$ cat src/rtl/i2c_pkg.sv
// Shared types and constants for the two-wire memory responder.
// The I2C_RESP_AUTOINC_EN macro (burst mode) is consumed by i2c_mem_responder.
package i2c_pkg;

  localparam int ADDR_WIDTH_DEF = 7;
  localparam int DATA_WIDTH_DEF = 8;

  localparam logic I2C_WRITE = 1'b0;
  localparam logic I2C_READ  = 1'b1;

  typedef enum logic [2:0] {
    IDLE,
    ADDR,
    ACK_A,
    WR_DATA,
    ACK_W,
    RD_DATA,
    RD_ACK,
    WAIT_STOP
  } i2c_resp_state_t;

endpackage

$ cat src/rtl/i2c_line_sync.sv
// Synchronises SCL/SDA_OUT into the clk domain and produces registered
// edge, START and STOP pulses three clk after the pin change.
module i2c_line_sync (
  input  logic clk,
  input  logic reset_n,
  input  logic SCL,
  input  logic SDA_OUT,
  output logic scl_rise,
  output logic scl_fall,
  output logic start_det,
  output logic stop_det,
  output logic sda
);

  logic [1:0] sclSync_q;
  logic [1:0] sdaSync_q;
  logic       sclPrev_q;
  logic       sdaPrev_q;
  logic       sclRise_q;
  logic       sclFall_q;
  logic       start_q;
  logic       stop_q;

  // Idle bus is high, so the chain resets high to avoid phantom edges.
  always_ff @(posedge clk or negedge reset_n) begin
    if (!reset_n) begin
      sclSync_q <= 2'b11;
      sdaSync_q <= 2'b11;
      sclPrev_q <= 1'b1;
      sdaPrev_q <= 1'b1;
      sclRise_q <= 1'b0;
      sclFall_q <= 1'b0;
      start_q   <= 1'b0;
      stop_q    <= 1'b0;
    end else begin
      sclSync_q <= {sclSync_q[0], SCL};
      sdaSync_q <= {sdaSync_q[0], SDA_OUT};
      sclPrev_q <= sclSync_q[1];
      sdaPrev_q <= sdaSync_q[1];
      sclRise_q <= sclSync_q[1] & ~sclPrev_q;
      sclFall_q <= ~sclSync_q[1] & sclPrev_q;
      start_q   <= sclSync_q[1] & sclPrev_q & sdaPrev_q & ~sdaSync_q[1];
      stop_q    <= sclSync_q[1] & sclPrev_q & ~sdaPrev_q & sdaSync_q[1];
    end
  end

  // sdaPrev_q holds the line value that matches the registered pulses.
  assign sda       = sdaPrev_q;
  assign scl_rise  = sclRise_q;
  assign scl_fall  = sclFall_q;
  assign start_det = start_q;
  assign stop_det  = stop_q;

endmodule

$ cat src/rtl/i2c_mem_responder.sv
// Target-side responder bridging the two-wire bus to a 1-cycle-latency memory.
// Define I2C_RESP_AUTOINC_EN for burst mode (address auto-increment).
module i2c_mem_responder
  import i2c_pkg::*;
#(
  parameter int ADDR_WIDTH = ADDR_WIDTH_DEF,
  parameter int DATA_WIDTH = DATA_WIDTH_DEF
) (
  input  logic                  clk,
  input  logic                  reset_n,
  input  logic                  SCL,
  input  logic                  SDA_OUT,
  output logic                  sda_tx,
  output logic                  ack_n,
  output logic                  done,
  output logic [ADDR_WIDTH-1:0] mem_addr,
  output logic [DATA_WIDTH-1:0] mem_wdata,
  output logic                  mem_we,
  output logic                  mem_re,
  input  logic [DATA_WIDTH-1:0] mem_rdata
);

  logic sclRise, sclFall, startDet, stopDet, sdaSync;

  i2c_line_sync u_sync (
    .clk       (clk),
    .reset_n   (reset_n),
    .SCL       (SCL),
    .SDA_OUT   (SDA_OUT),
    .scl_rise  (sclRise),
    .scl_fall  (sclFall),
    .start_det (startDet),
    .stop_det  (stopDet),
    .sda       (sdaSync)
  );

  i2c_resp_state_t       state_q, state_d;
  logic [3:0]            bitCnt_q, bitCnt_d;
  logic [DATA_WIDTH-1:0] rxShift_q, rxShift_d;
  logic [DATA_WIDTH-1:0] txShift_q, txShift_d;
  logic [DATA_WIDTH-1:0] rxNext;
  logic                  rw_q, rw_d;
  logic [ADDR_WIDTH-1:0] memAddr_q, memAddr_d;
  logic [DATA_WIDTH-1:0] memWdata_q, memWdata_d;
  logic                  memWe_q, memWe_d;
  logic                  memRe_q, memRe_d;
  logic                  rdLoad_q, rdLoad_d;
  logic                  done_q, done_d;
  logic                  sdaTx_q, sdaTx_d;
  logic                  ackN_q, ackN_d;

  always_ff @(posedge clk or negedge reset_n) begin
    if (!reset_n) begin
      state_q    <= IDLE;
      bitCnt_q   <= '0;
      rxShift_q  <= '0;
      txShift_q  <= '1;
      rw_q       <= I2C_WRITE;
      memAddr_q  <= '0;
      memWdata_q <= '0;
      memWe_q    <= 1'b0;
      memRe_q    <= 1'b0;
      rdLoad_q   <= 1'b0;
      done_q     <= 1'b0;
      sdaTx_q    <= 1'b1;
      ackN_q     <= 1'b1;
    end else begin
      state_q    <= state_d;
      bitCnt_q   <= bitCnt_d;
      rxShift_q  <= rxShift_d;
      txShift_q  <= txShift_d;
      rw_q       <= rw_d;
      memAddr_q  <= memAddr_d;
      memWdata_q <= memWdata_d;
      memWe_q    <= memWe_d;
      memRe_q    <= memRe_d;
      rdLoad_q   <= rdLoad_d;
      done_q     <= done_d;
      sdaTx_q    <= sdaTx_d;
      ackN_q     <= ackN_d;
    end
  end

  // Bits are sampled on SCL rise; line outputs only move on SCL fall.
  always_comb begin
    state_d    = state_q;
    bitCnt_d   = bitCnt_q;
    rxShift_d  = rxShift_q;
    txShift_d  = rdLoad_q ? mem_rdata : txShift_q;
    rw_d       = rw_q;
    memAddr_d  = memAddr_q;
    memWdata_d = memWdata_q;
    memWe_d    = 1'b0;
    memRe_d    = 1'b0;
    rdLoad_d   = memRe_q;
    done_d     = 1'b0;
    sdaTx_d    = sdaTx_q;
    ackN_d     = ackN_q;
    rxNext     = {rxShift_q[DATA_WIDTH-2:0], sdaSync};

    if (stopDet) begin
      state_d    = IDLE;
      bitCnt_d   = '0;
      sdaTx_d    = 1'b1;
      ackN_d     = 1'b1;
      memAddr_d  = '0;
      memWdata_d = '0;
    end else if (startDet) begin
      state_d  = ADDR;
      bitCnt_d = '0;
      sdaTx_d  = 1'b1;
      ackN_d   = 1'b1;
    end else begin
      case (state_q)
        IDLE: ;
        ADDR: begin
          if (sclRise) begin
            rxShift_d = rxNext;
            bitCnt_d  = bitCnt_q + 4'd1;
            if (bitCnt_q == 4'd7) begin
              memAddr_d = ADDR_WIDTH'(rxNext[DATA_WIDTH-1:1]);
              rw_d      = rxNext[0];
              memRe_d   = (rxNext[0] == I2C_READ);
            end
          end else if (sclFall && bitCnt_q == 4'd8) begin
            ackN_d  = 1'b0;
            state_d = ACK_A;
          end
        end
        ACK_A: begin
          if (sclFall) begin
            ackN_d   = 1'b1;
            bitCnt_d = '0;
            if (rw_q == I2C_READ) begin
              sdaTx_d   = txShift_q[DATA_WIDTH-1];
              txShift_d = {txShift_q[DATA_WIDTH-2:0], 1'b1};
              state_d   = RD_DATA;
            end else begin
              state_d = WR_DATA;
            end
          end
        end
        WR_DATA: begin
          if (sclRise) begin
            rxShift_d = rxNext;
            bitCnt_d  = bitCnt_q + 4'd1;
            if (bitCnt_q == 4'd7) begin
              memWdata_d = rxNext;
              memWe_d    = 1'b1;
              done_d     = 1'b1;
            end
          end else if (sclFall && bitCnt_q == 4'd8) begin
            ackN_d  = 1'b0;
            state_d = ACK_W;
          end
        end
        ACK_W: begin
          if (sclFall) begin
            ackN_d = 1'b1;
`ifdef I2C_RESP_AUTOINC_EN
            memAddr_d = memAddr_q + ADDR_WIDTH'(1);
            bitCnt_d  = '0;
            state_d   = WR_DATA;
`else
            state_d = WAIT_STOP;
`endif
          end
        end
        RD_DATA: begin
          if (sclRise) begin
            bitCnt_d = bitCnt_q + 4'd1;
          end else if (sclFall) begin
            if (bitCnt_q == 4'd8) begin
              sdaTx_d = 1'b1;
              state_d = RD_ACK;
            end else begin
              sdaTx_d   = txShift_q[DATA_WIDTH-1];
              txShift_d = {txShift_q[DATA_WIDTH-2:0], 1'b1};
            end
          end
        end
        RD_ACK: begin
          if (sclRise) begin
            done_d = 1'b1;
            if (sdaSync) begin
              sdaTx_d = 1'b1;
              state_d = WAIT_STOP;
            end else begin
`ifdef I2C_RESP_AUTOINC_EN
              // Entering at the rise leaves the next fall to present bit 7.
              memAddr_d = memAddr_q + ADDR_WIDTH'(1);
              memRe_d   = 1'b1;
              bitCnt_d  = '0;
              state_d   = RD_DATA;
`else
              state_d = WAIT_STOP;
`endif
            end
          end
        end
        WAIT_STOP: begin
          sdaTx_d = 1'b1;
          ackN_d  = 1'b1;
        end
        default: state_d = IDLE;
      endcase
    end
  end

  assign sda_tx    = sdaTx_q;
  assign ack_n     = ackN_q;
  assign done      = done_q;
  assign mem_addr  = memAddr_q;
  assign mem_wdata = memWdata_q;
  assign mem_we    = memWe_q;
  assign mem_re    = memRe_q;

endmodule

$ cat config.mk
export PLATFORM = sky130hd
export DESIGN_NAME = i2c_mem_responder
export DESIGN_NICKNAME = d
export VERILOG_FILES = /design/src/rtl/i2c_pkg.sv /design/src/rtl/i2c_line_sync.sv /design/src/rtl/i2c_mem_responder.sv
export SDC_FILE = /design/constraint.sdc
export NUM_CORES = 1
export LEC_CHECK = 0
export CORE_MARGIN = 3
export CORE_UTILIZATION = 55
export DETAILED_ROUTE_END_ITERATION = 10
export PLACE_DENSITY = 0.86
export SETUP_SLACK_MARGIN = 0.15
export SKIP_CTS_REPAIR_TIMING = 1
export SLEW_MARGIN = 20
export SYNTH_ARGS = -nofsm -noshare
export SYNTH_HDL_FRONTEND = slang
export SYNTH_HIERARCHICAL = 1
export SYNTH_SLANG_ARGS = --single-unit
$ cat constraint.sdc
create_clock -name clk -period 4.9 [get_ports clk]
set_clock_uncertainty 0.1 [all_clocks]
set_input_delay 1.225 -clock clk [delete_from_list [all_inputs] [get_ports clk]]
set_output_delay 1.225 -clock clk [all_outputs]
set_load 0.05 [all_outputs]
### After elaboration in Yosys (flattened, before gate mapping)

Cells that the tools add are included.

* register bits after elaboration: 54
* input port bits: 12
* logic and storage cells: 149

* reductions and logical operators: 20
* bitwise operators: 13
* eq/ne operators: 26
* mux-type cells: 68
* $add $sub $neg: 1

Operator list (count)
* 8-bit two-way mux: 13
* 3-bit two-way mux: 13
* 7-bit two-way mux: 5
* 4-bit by 1-bit inequality test with 1-bit output (second input constant): 8
* 1-bit two-way mux: 27
* 3-bit one-hot mux with 6 select lines: 1
* 4-bit two-way mux: 4
* 4-bit by 2-bit inequality test with 1-bit output (second input constant): 4
* 4-bit inequality test (second input constant): 4
* 8-bit one-hot mux with 2 select lines: 1
* 4-bit AND reduction: 4
* 3-bit equality test (second input constant): 4
* 11-bit AND reduction: 1
* 4-bit one-hot mux with 2 select lines: 1
* 2-bit nonzero test: 4
* 8-bit nonzero test: 1
* 1-bit AND: 7
* 7-bit AND reduction: 1
* 3-bit by 2-bit equality test with 1-bit output (second input constant): 2
* 1-bit inverter: 6
* 6-bit nonzero test: 1
* 5-bit AND reduction: 1
* 5-bit nonzero test: 1
* 4-bit by 1-bit adder with 4-bit output (second input constant): 1
* 12 further kinds: 13

### Logic depth before layout (Yosys ltp)

Gate-level depths: netlist of run 1.

* depth after elaboration: 7
* gate-level depth with buffers: 7

### Hierarchy

The synthesis of run 1 kept the hierarchy.

By module, submodules not included
* i2c_mem_responder: area an instance 2157.1 um2, cells an instance 187, times used 1
* i2c_line_sync: area an instance 290.3 um2, cells an instance 14, times used 1

### Least setup slack after synthesis of run 1

OpenSTA, ideal clock, no wires.

* kind: register to output
* start point: register ackN_q (netlist: ack_n)
* end point: output port ack_n
* buffers on the path: 0
* stages on the path, launching flop included: 1
* path slack: 2.911 ns
* arrival time: 0.664 ns
* cells stage by stage: dfstp_2

RTL lines
* from (decl): RTL line i2c_mem_responder.sv:50 `logic ackN_q, ackN_d;`
* from (signal assigned): RTL line i2c_mem_responder.sv:80 `ackN_q <= ackN_d;`
* to (decl): RTL line i2c_mem_responder.sv:14 `output logic ack_n,`

No word-level cell between the ends.

### Final worst setup path of run 1

* start point: register sdaTx_q (netlist: sda_tx)
* end point: output port sda_tx

RTL lines
* from (decl): RTL line i2c_mem_responder.sv:49 `logic sdaTx_q, sdaTx_d;`
* from (signal assigned): RTL line i2c_mem_responder.sv:79 `sdaTx_q <= sdaTx_d;`
* to (decl): RTL line i2c_mem_responder.sv:13 `output logic sda_tx,`

No word-level cell between the ends.

==> results by group, run 1 <==
Critical path
  – Critical path endpoint category: primary output
  – Family with the most delay on the worst path: buffers and inverters
  – Reg2reg end: mem_wdata[1]
  – Max incr delay on CP: 0.80 ns
  – CP max-delay cell: clkdlybuf4s50_1
  – Crit path buf inv count: 1
  – CP Max Fanout: 2
  – RR Startpoint: state_q[2]
  – Setup CP Type: register to primary output
  – Worst path cell trace: clkdlybuf4s50_1
  – Crit start category: register
  – Reg2Reg Depth: 5
  – R2R setup slack: roughly 2.9 ns
  – Worst Path Required: 3.58 ns
  – Critical Path AT: 1.65 ns

Synthesis
  – Mapped Avg Cell Area: around 12 sq um
  – Yosys reg bits: 54
  – Top_reg_cell synth: dfrtp_1
  – Synth Cell Area: 0.00245 sq mm
  – Post-synthesis sequential area ratio: a little under three fifths
  – Synth unique cells: 39
  – Post-synth EDFFs: 0
  – Syn_nets: between 200 and 250
  – Synth top area cells: dfrtp_1, dfstp_2, mux2_2, mux2i_1, nor2_1
  – Top cell type's share of synthesized area: 38.9%
  – Synth warn: 6
  – Post-synth ARST share: 100%
  – Area leader, netlist: dfrtp_1
  – Syn Inst Count: 201

Floorplan
  – Row cnt: 23
  – Initial Util: 59.1%
  – Core Footprint: between 0.004 and 0.005 sq mm
  – I/O pins: 32
  – Full die area: 0.00529 sq mm
  – Die H: 72.7 um
  – Die width: slightly above 70 um

Global routing
  – Largest net degree at the start of global routing: 55
  – Vias in the first global route: approximately 1600
  – Initial antenna violation count: 0
  – Grt ovf: 0
  – First-pass GRT wire length: approximately 7600 um
  – Tot GR Track Use: 18.9%

Outcome
  – Outcome: completed

Final layout
  – Area Growth Syn to Fin: 17.8%
  – Final Instance Count excl. Fillers: approximately 280
  – Layout cells sized above 1: 25.4%
  – Diodes inserted: 0
  – Layout net count: approximately 250
  – Filler cell count: between 300 and 400
  – Layout Utilization: 69.6%

Power
  – Switching Fraction: between 20% and 30%
  – Sw Pwr: approximately 250 uW
  – Logic pwr share: 12.2%
  – Maximum VDD drop: 0.230 mV
  – Int Pwr: 671 uW
  – Tot Pwr: 919 uW
  – Flop pwr share: 59.2%
  – Power density over the cells: between 300 and 400 mW/mm^2
  – Clock share of power: about 29%
  – LEAKAGE: 0.00134 uW

Clock network
  – Max H-tree Level: 2
  – CTS tree: built
  – Sink Count: 54
  – Clock Path Buffers: 2
  – Root buf cell: clkbuf_8
  – Number of buffers created by CTS: 5
  – Clk Latency, worst-skew pair: 0.31 ns
  – Clock slew at reported path FFs: 0.09 ns

Timing
  – Slew @ Worst Pin: about 0.7 ns
  – Final min period: between 2 and 3 ns
  – Post-route clock period utilization: approximately three fifths
  – Maximum clock frequency: about 340 MHz
  – Worst setup margin: 1.92 ns
  – Slew headroom: 53.9%
  – Setup tns final: 0 ns
  – RSZ-0062 raised after global routing: no
  – Final Setup Violations: 0
  – Final Hold Fails: 0
  – Slew Viols, Final: 0

Routing
  – Routed len/inst: ~16 um
  – Vias per cell: 5.70
  – Met2 wire length: 2210 um
  – Final ANT Viol Nets: 0
  – Vias: 1607
  – Met3 WL post-DR: 181 um
  – Drt pass-1 iters: 4
  – Met1 Wirelength: 1930 um
  – WL final: 4410 um
  – Iter 0 DRT Violations: 118
  – Top layer in use: met4
  – DRC: 0

Hold path
  – Hold depth: 0
  – WHS Endpoint: u_sync/sclSync_q[1]
  – HP Class: register to register
  – Hold wc startpoint: u_sync/sclSync_q[0]

Placement
  – Setup slack at placement: 2.26 ns
  – Placed insts: roughly 270
  – Post-DP HPWL: between 2000 and 3000 um
  – Routability cong.: between 0.7 and 0.8
  – Port bufs: 31

Flow run
  – Max Cap Viol: 0
-- metrics by stage --
step	instance area (sq um)	hold slack [ns]
after global placement	2780	0.246
final	2880	0.260
after detailed placement	2780	0.248
after global routing	2880	0.267
after CTS	2880	0.262
after floorplan	2450	0.245
-- placed cells by master (no fill, tap or decap), types with 2 or more instances in the layout --
| cell type | n |
|---|---|
| a21oi_1 | 10 |
| a31oi_1 | 3 |
| and2_1 | 2 |
| and2b_1 | 2 |
| and3b_1 | 2 |
| and4b_1 | 2 |
| and4bb_2 | 2 |
| buf_4 | 2 |
| clkbuf_8 | 6 |
| clkdlybuf4s50_1 | 30 |
| dfrtp_1 | 38 |
| dfstp_2 | 16 |
| ha_1 | 2 |
| inv_1 | 5 |
| mux2_2 | 23 |
| mux2i_1 | 17 |
| nand2_1 | 8 |
| nand3_1 | 8 |
| nand3b_1 | 2 |
| nand4_1 | 2 |
| nor2_1 | 19 |
| nor2b_1 | 5 |
| o21ai_0 | 6 |
| or2_2 | 2 |
| or3_1 | 2 |
-- area by class of cell --
type                            count  area [sq um]  share of cell area (%)
Sequential cell                    54          1370                    47.6
Multi-Input combinational cell    132          1010                    35.1
Timing Repair Buffer               33           320                    11.1
Clock buffer                        6          82.6                    2.86
Tap cell                           50          62.6                    2.17
Inverter                            5          18.8                   0.651
Clock inverter                      2          16.3                   0.564
-- registers in the layout, indices dropped and copies added (netlist names), 2 cells and up --
name	flops
mem_addr	7
txShift_q	8
rxShift_q	7
u_sync/sclSync_q	2
state_q	3
bitCnt_q	4
mem_wdata	8
u_sync/sdaSync_q	2
-- Yosys cell counts (3+ instances only) --
cell type  number
a21oi_1        10
a31oi_1         3
buf_2           4
clkbuf_1        3
dfrtp_1        38
dfstp_2        16
inv_1           5
mux2_2         23
mux2i_1        17
nand2_1         8
nand3_1         8
nor2_1         19
nor2b_1         5
o21ai_0         6
-- routing by layer --
layer	track usage (%)	up-vias
met1	26.3	798
li1	-	768
met5	0	-
met3	4.82	9
met2	28.8	32
met4	6.97	0
-- power groups by stage --
stage | combinational, uW | clock (uW) | sequential [uW]
6_report | 112 | 263 | 544
5_1_grt | 126 | 289 | 552
4_1_cts | 114 | 274 | 543
3_5_place_dp | 113 | 0 | 551
3_3_place_gp | 109 | 0 | 549
2_1_floorplan | 81.4 | 0 | 536
-- how the worst max path moves through the flow --
stage / start / endpoint / cells after the start / slack, ns
2_1_floorplan: ack_n / ack_n / 0 / 2.91
3_3_place_gp: ack_n / ack_n / 1 / 2.28
3_5_place_dp: sda_tx / sda_tx / 1 / 2.26
4_1_cts: sda_tx / sda_tx / 1 / 1.91
5_1_grt: sda_tx / sda_tx / 1 / 1.88
6_report: sda_tx / sda_tx / 1 / 1.92
-- cell families (layout without fill, tap and decap cells) --
| group | after synthesis | count (layout) | share of synthesized area, % |
|---|---|---|---|
| DFF | 54 | 54 | 56.0 |
| xor gates and xnor gates | 1 | 1 | 0.358 |
| adders and majority gates | 2 | 2 | 1.02 |
| muxes | 40 | 40 | 17.5 |
| buffers and inverters | 15 | 46 | 2.66 |
| AOI/OAI and AO/OA | 25 | 25 | 6.54 |
| and+or+nand+nor | 64 | 64 | 15.8 |
Note: power is estimated with default switching activity, not from simulation.
==> inputs of run 2 (changes only) <==
- CORE_UTILIZATION: 55 -> 49
- PLACE_DENSITY: 0.86 -> 0.81
- clock period: 4.9 -> 2.4 ns (I/O delays scaled with it)
==> run 2 against run 1 <==
- sequential cell count is the same
- power is 110% higher
- core utilization decreased by 8.1 points
- first-iteration DRC count increased by 31%
- combinational power up 110%
- routed wire length up 1.2%
- critical endpoint is now mem_wdata[6]
- critical path depth unchanged
- die area up 11%
- global-route usage fell by 1.8 points
- sequential power grew 100%
- highest routed layer unchanged
- non-clock buffer count grew 2
==> results by group, run 2 (same netlist as run 1, synthesis figures left out) <==
Outcome
  – Outcome: completed

Critical path
  – Crit start category: register
  – Max incr delay on CP: 0.80 ns (about the same)
  – Family with the most delay on the worst path: buffers and inverters
  – Crit path buf inv count: 1 (unchanged)
  – Critical path endpoint category: primary output
  – Critical Path AT: 1.48 ns (-0.17 ns)
  – Setup CP Type: register to primary output
  – CP Max Fanout: 2 (unchanged)
  – CP max-delay cell: clkdlybuf4s50_1
  – Worst Path Required: 1.70 ns (-1.88 ns)
  – Worst path cell trace: clkdlybuf4s50_1

Routing
  – Vias: 1624 (+1.1%)
  – WL final: 4470 um (+1.2%)
  – Vias per cell: 5.40 (-5.3%)
  – Iter 0 DRT Violations: 154 (+31%)
  – Drt pass-1 iters: 4 (unchanged)
  – DRC: 0 (unchanged)
  – Final ANT Viol Nets: 0 (unchanged)
  – Routed len/inst: 14.8 um (-5.1%)

Floorplan
  – Die H: 76.7 um (+5.5%)
  – I/O pins: 32 (unchanged)
  – Full die area: 0.00588 sq mm (+11%)
  – Initial Util: 51.1% (-7.9 points)
  – Row cnt: 25 (+8.7%)
  – Die width: 76.7 um (+5.5%)
  – Core Footprint: 0.00479 sq mm (+15%)

Final layout
  – Layout net count: 247 (+0.82%)
  – FF+latch area: 0.00137 sq mm (unchanged)
  – Post-route cell area: 0.00294 sq mm (+2.1%)
  – Most frequent cells in the layout: dfrtp_1, clkdlybuf4s50_1, mux2_2
  – Layout cells sized above 1: 26.9% (+1.5 points)
  – Commonest non-fill, non-tap cell in the layout: dfrtp_1
  – Filler cell count: 365 (+19%)
  – Footprint of the multi-input gates: 0.00101 sq mm (unchanged)
  – Diodes inserted: 0 (unchanged)
  – Area Growth Syn to Fin: 20.2%

Placement
  – Placed inst area: 0.00283 sq mm (+1.6%)
  – Routability cong.: 0.819 (+7.1%)
  – Post-DP HPWL: 3060 um (+3.9%)
  – Port bufs: 31 (unchanged)

Global routing
  – Tot GR Track Use: 17.2% (-1.8 points)
  – Vias in the first global route: 1660 (+7.0%)
  – Grt ovf: 0 (unchanged)
  – Largest net degree at the start of global routing: 55 (unchanged)
  – Initial antenna violation count: 0 (unchanged)
  – First-pass GRT wire length: 8090 um (+6.4%)

Timing
  – WHS: 0.154 ns (-0.107 ns)
  – Slew headroom: 66.0% (+12 points)
  – RSZ-0062 raised after global routing: no
  – Maximum clock frequency: 458 MHz
  – Post-route clock period utilization: 91.0%
  – Final min period: 2.18 ns
  – Final Hold Fails: 0 (unchanged)
  – Slew Viols, Final: 0 (unchanged)
  – Setup tns final: 0 ns (unchanged)
  – Slew @ Worst Pin: 0.509 ns (-0.181 ns)
  – Final Setup Violations: 0 (unchanged)

Clock network
  – Clock slew at reported path FFs: 0.10 ns (about the same)
  – Clk Latency, worst-skew pair: 0.31 ns (about the same)
  – Sink Count: 54 (unchanged)
  – Root buf cell: clkbuf_8
  – CTS tree: built
  – Max H-tree Level: 2 (unchanged)
  – Number of buffers created by CTS: 5 (unchanged)
  – Clock Path Buffers: 2 (unchanged)

Flow run
  – Max Cap Viol: 0 (unchanged)

Hold path
  – HP Class: input pin to asynchronous set/reset pin

Power
  – Maximum VDD drop: 0.450 mV (+95%)
  – Clock share of power: 31.4% (+2.8 points)
  – Sw Pwr: 510 uW (+110%)
  – Logic pwr share: 12.1% (about the same)
  – Int Pwr: 1450 uW (+120%)
  – Flop pwr share: 56.5% (-2.7 points)
  – LEAKAGE: 0.00138 uW (+3.3%)
  – Power density over the cells: 666 mW/mm^2 (+110%)
  – Switching Fraction: 26.1% (-0.89 points)
  – Tot Pwr: 1960 uW (+110%)
[run 2: area by class of cell]
type / count / area share [%]
Clock buffer: 5 / 2.34
Clock inverter: 3 / 1.49
Inverter: 5 / 0.638
Multi-Input combinational cell: 132 / 34.4
Sequential cell: 54 / 46.6
Tap cell: 67 / 2.85
Timing Repair Buffer: 35 / 11.7
[run 2: worst paths after layout]
kind	from	endpoint	slack, ns	cells after the start
setup / recovery	mem_wdata[6]	mem_wdata[6]	0.22	1
hold / removal	reset_n	mem_wdata[6]	0.15	2
setup reg to reg	bitCnt_q[0]	txShift_q[2]	0.44	6
hold reg to reg	u_sync/sdaSync_q[0]	u_sync/sdaSync_q[1]	0.26	0
max in group asynchronous	reset_n	u_sync/sclSync_q[0]	1.74	2
min in group clk	u_sync/sdaSync_q[0]	u_sync/sdaSync_q[1]	0.26	0
[run 2: per-layer routing]
layer  vias to the layer above  wire length, um  track usage, %
li1                        767                -               -
met1                       816             1900            22.4
met2                        32             2300            28.3
met3                         9              180            3.29
met4                         0               91            6.70
met5                         -                0               0
[run 2: power groups by stage]
stage	clock [uW]	sequential, uW	combinational (uW)
global route	672	1120	265
detailed placement	0	1120	239
global placement	0	1120	228
floorplan	0	1100	166
CTS	633	1110	241
finish	616	1110	237
[run 2: stage by stage]
stage          cells  util [%]  setup slack (ns)
2_1_floorplan    201         -             0.544
3_3_place_gp     293      59.1             0.509
3_5_place_dp     293      59.1             0.476
4_1_cts          301      61.4             0.191
5_1_grt          301      61.5             0.162
6_report         301      61.5             0.217
[run 2: worst register-to-register path, stage by stage (launching register included)]
cell,delay (ns)
dfrtp_1,0.41
inv_1,0.06
ha_1,0.19
and3b_1,0.24
nand4b_4,0.20
a21oi_4,0.30
mux2_2,0.38
==> inputs of run 3 (changes only) <==
- CORE_ASPECT_RATIO: not set -> 1.4
==> run 3 against run 2 <==
- clock power fell by 9.1%
- power fell by 3.2%
- die area increased by 0.21%
- largest cell class unchanged
- sequential power hardly changed
- highest routed layer unchanged
- non-clock buffer count did not move
- largest power group unchanged
- combinational power decreased by 2%
- via count fell by 2.2%
- first-iteration DRC count down 53%
==> results by group, run 3 (same netlist as run 1, synthesis figures left out) <==
Timing
  – Final Hold Fails: 0 (unchanged)
  – Final Setup Violations: 0 (unchanged)
  – Slew Viols, Final: 0 (unchanged)
  – Setup tns final: 0 ns (unchanged)
  – Maximum clock frequency: 459 MHz (+0.15%)
  – Slew headroom: 56.4% (-9.5 points)
  – Final min period: 2.18 ns (-0.00320 ns)
  – Slew @ Worst Pin: 0.653 ns (+0.144 ns)
  – RSZ-0062 raised after global routing: no
  – Post-route clock period utilization: 90.8% (-0.13 points)

Critical path
  – Max incr delay on CP: 0.81 ns (about the same)
  – Setup CP Type: register to primary output
  – Crit path buf inv count: 1 (unchanged)
  – Family with the most delay on the worst path: buffers and inverters
  – CP max-delay cell: clkdlybuf4s50_1
  – CP Max Fanout: 2 (unchanged)
  – Worst path cell trace: clkdlybuf4s50_1
  – Critical Path AT: 1.48 ns (about the same)
  – Crit start category: register
  – Critical path endpoint category: primary output
  – Worst Path Required: 1.70 ns (about the same)

Clock network
  – Clock slew at reported path FFs: 0.09 ns (about the same)
  – Clock Path Buffers: 2 (unchanged)
  – Clk Latency, worst-skew pair: 0.31 ns (about the same)
  – Number of buffers created by CTS: 5 (unchanged)
  – Root buf cell: clkbuf_8
  – Max H-tree Level: 2 (unchanged)
  – CTS tree: built
  – Sink Count: 54 (unchanged)

Global routing
  – Vias in the first global route: 1582 (-4.7%)
  – Grt ovf: 0 (unchanged)
  – Initial antenna violation count: 0 (unchanged)
  – First-pass GRT wire length: 7360 um (-9.1%)
  – Tot GR Track Use: 16.2% (-0.93 points)
  – Largest net degree at the start of global routing: 55 (unchanged)

Placement
  – Placed inst area: 0.00281 sq mm (-0.58%)
  – Routability cong.: 0.811 (-0.99%)
  – Post-DP HPWL: 2960 um (-3.3%)
  – Port bufs: 31 (unchanged)

Final layout
  – Layout net count: 247 (unchanged)
  – Commonest non-fill, non-tap cell in the layout: dfrtp_1
  – Layout cells sized above 1: 26.1% (-0.85 points)
  – Diodes inserted: 0 (unchanged)
  – Area Growth Syn to Fin: 19.3%
  – Post-route cell area: 0.00292 sq mm (-0.81%)
  – Filler cell count: 367 (+0.55%)
  – Most frequent cells in the layout: dfrtp_1, clkdlybuf4s50_1, mux2_2

Routing
  – Vias: 1589 (-2.2%)
  – WL final: 4230 um (-5.3%)
  – Drt pass-1 iters: 4 (unchanged)
  – Iter 0 DRT Violations: 73 (-53%)
  – Final ANT Viol Nets: 0 (unchanged)
  – Vias per cell: 5.37 (-0.50%)
  – Routed len/inst: 14.3 um (-3.7%)
  – DRC: 0 (unchanged)

Flow run
  – Max Cap Viol: 0 (unchanged)

Floorplan
  – Die H: 89.6 um (+17%)
  – Full die area: 0.00589 sq mm (+0.21%)
  – Die width: 65.7 um (-14%)
  – Core Footprint: 0.00468 sq mm (-2.2%)
  – Row cnt: 29 (+16%)
  – Initial Util: 52.3% (+1.1 points)
  – I/O pins: 32 (unchanged)

Power
  – Int Pwr: 1400 uW (-3.2%)
  – Maximum VDD drop: 0.448 mV (-0.26%)
  – Clock share of power: 29.5% (-1.9 points)
  – Flop pwr share: 58.3% (+1.8 points)
  – LEAKAGE: 0.00135 uW (-2.3%)
  – Switching Fraction: 26.1% (+0.028 points)
  – Sw Pwr: 495 uW (-3.1%)
  – Logic pwr share: 12.2% (about the same)
  – Power density over the cells: 650 mW/mm^2 (-2.4%)

Hold path
  – HP Class: register to register

Outcome
  – Outcome: completed
## run 3: cell types whose count changed in the layout (fill, tap and decap cells not counted)
cell / previous run / this run
bufinv_16: 1 / 0
clkinv_2: 1 / 0
buf_12: 1 / 0
clkbuf_1: 0 / 1
inv_6: 1 / 0
clkinvlp_4: 0 / 1
clkbuf_16: 0 / 1
clkdlybuf4s50_1: 27 / 28
## run 3: metal layers
| metal | global-route usage [%] | wire length, um | vias to the layer above |
|---|---|---|---|
| li1 | - | - | 763 |
| met1 | 21.2 | 1810 | 787 |
| met5 | 0 | 0 | - |
| met2 | 26.0 | 2170 | 31 |
| met4 | 6.60 | 89 | 0 |
| met3 | 3.99 | 161 | 8 |
## run 3: final timing paths
kind                                       end           startpoint  slack, ns  depth (start not counted)
setup reg to reg                  txShift_q[4]          bitCnt_q[0]       0.45                          6
hold / removal             u_sync/sdaSync_q[1]  u_sync/sdaSync_q[0]       0.26                          0
min in group asynchronous          bitCnt_q[3]              reset_n       0.29                          2
max in group asynchronous      u_sync/stop_det              reset_n       1.47                          2
setup / recovery                   mem_addr[0]          mem_addr[0]       0.22                          1
hold reg to reg            u_sync/sdaSync_q[1]  u_sync/sdaSync_q[0]       0.26                          0
## run 3: power by group through the flow
stage               clock, uW  combinational [uW]  sequential (uW)
floorplan                   0                 166             1100
global placement            0                 228             1120
detailed placement          0                 235             1120
CTS                       579                 235             1100
global route              612                 256             1130
finish                    560                 232             1100
## run 3: per-stage QoR
| step | setup WS, ns | hold WS (ns) | util (%) | power [uW] | cells |
|---|---|---|---|---|---|
| 2_1_floorplan | 0.544 | 0.204 | - | 1260 | 201 |
| 3_3_place_gp | 0.412 | 0.246 | 60.1 | 1350 | 288 |
| 3_5_place_dp | 0.402 | 0.247 | 60.1 | 1360 | 288 |
| 4_1_cts | 0.0501 | 0.261 | 62.3 | 1920 | 296 |
| 5_1_grt | 0.166 | 0.270 | 62.4 | 1990 | 296 |
| 6_report | 0.220 | 0.259 | 62.4 | 1900 | 296 |
## run 3: layout make-up
class / instances / area [sq um] / share of cell area (%)
clock inverters: 1 / 7.51 / 0.257
repair buffers: 35 / 335 / 11.5
multi-input cells: 132 / 1010 / 34.6
clock buffers: 7 / 97.6 / 3.34
flip-flops and latches: 54 / 1370 / 47.0
well taps: 62 / 77.6 / 2.66
inverters: 5 / 18.8 / 0.643
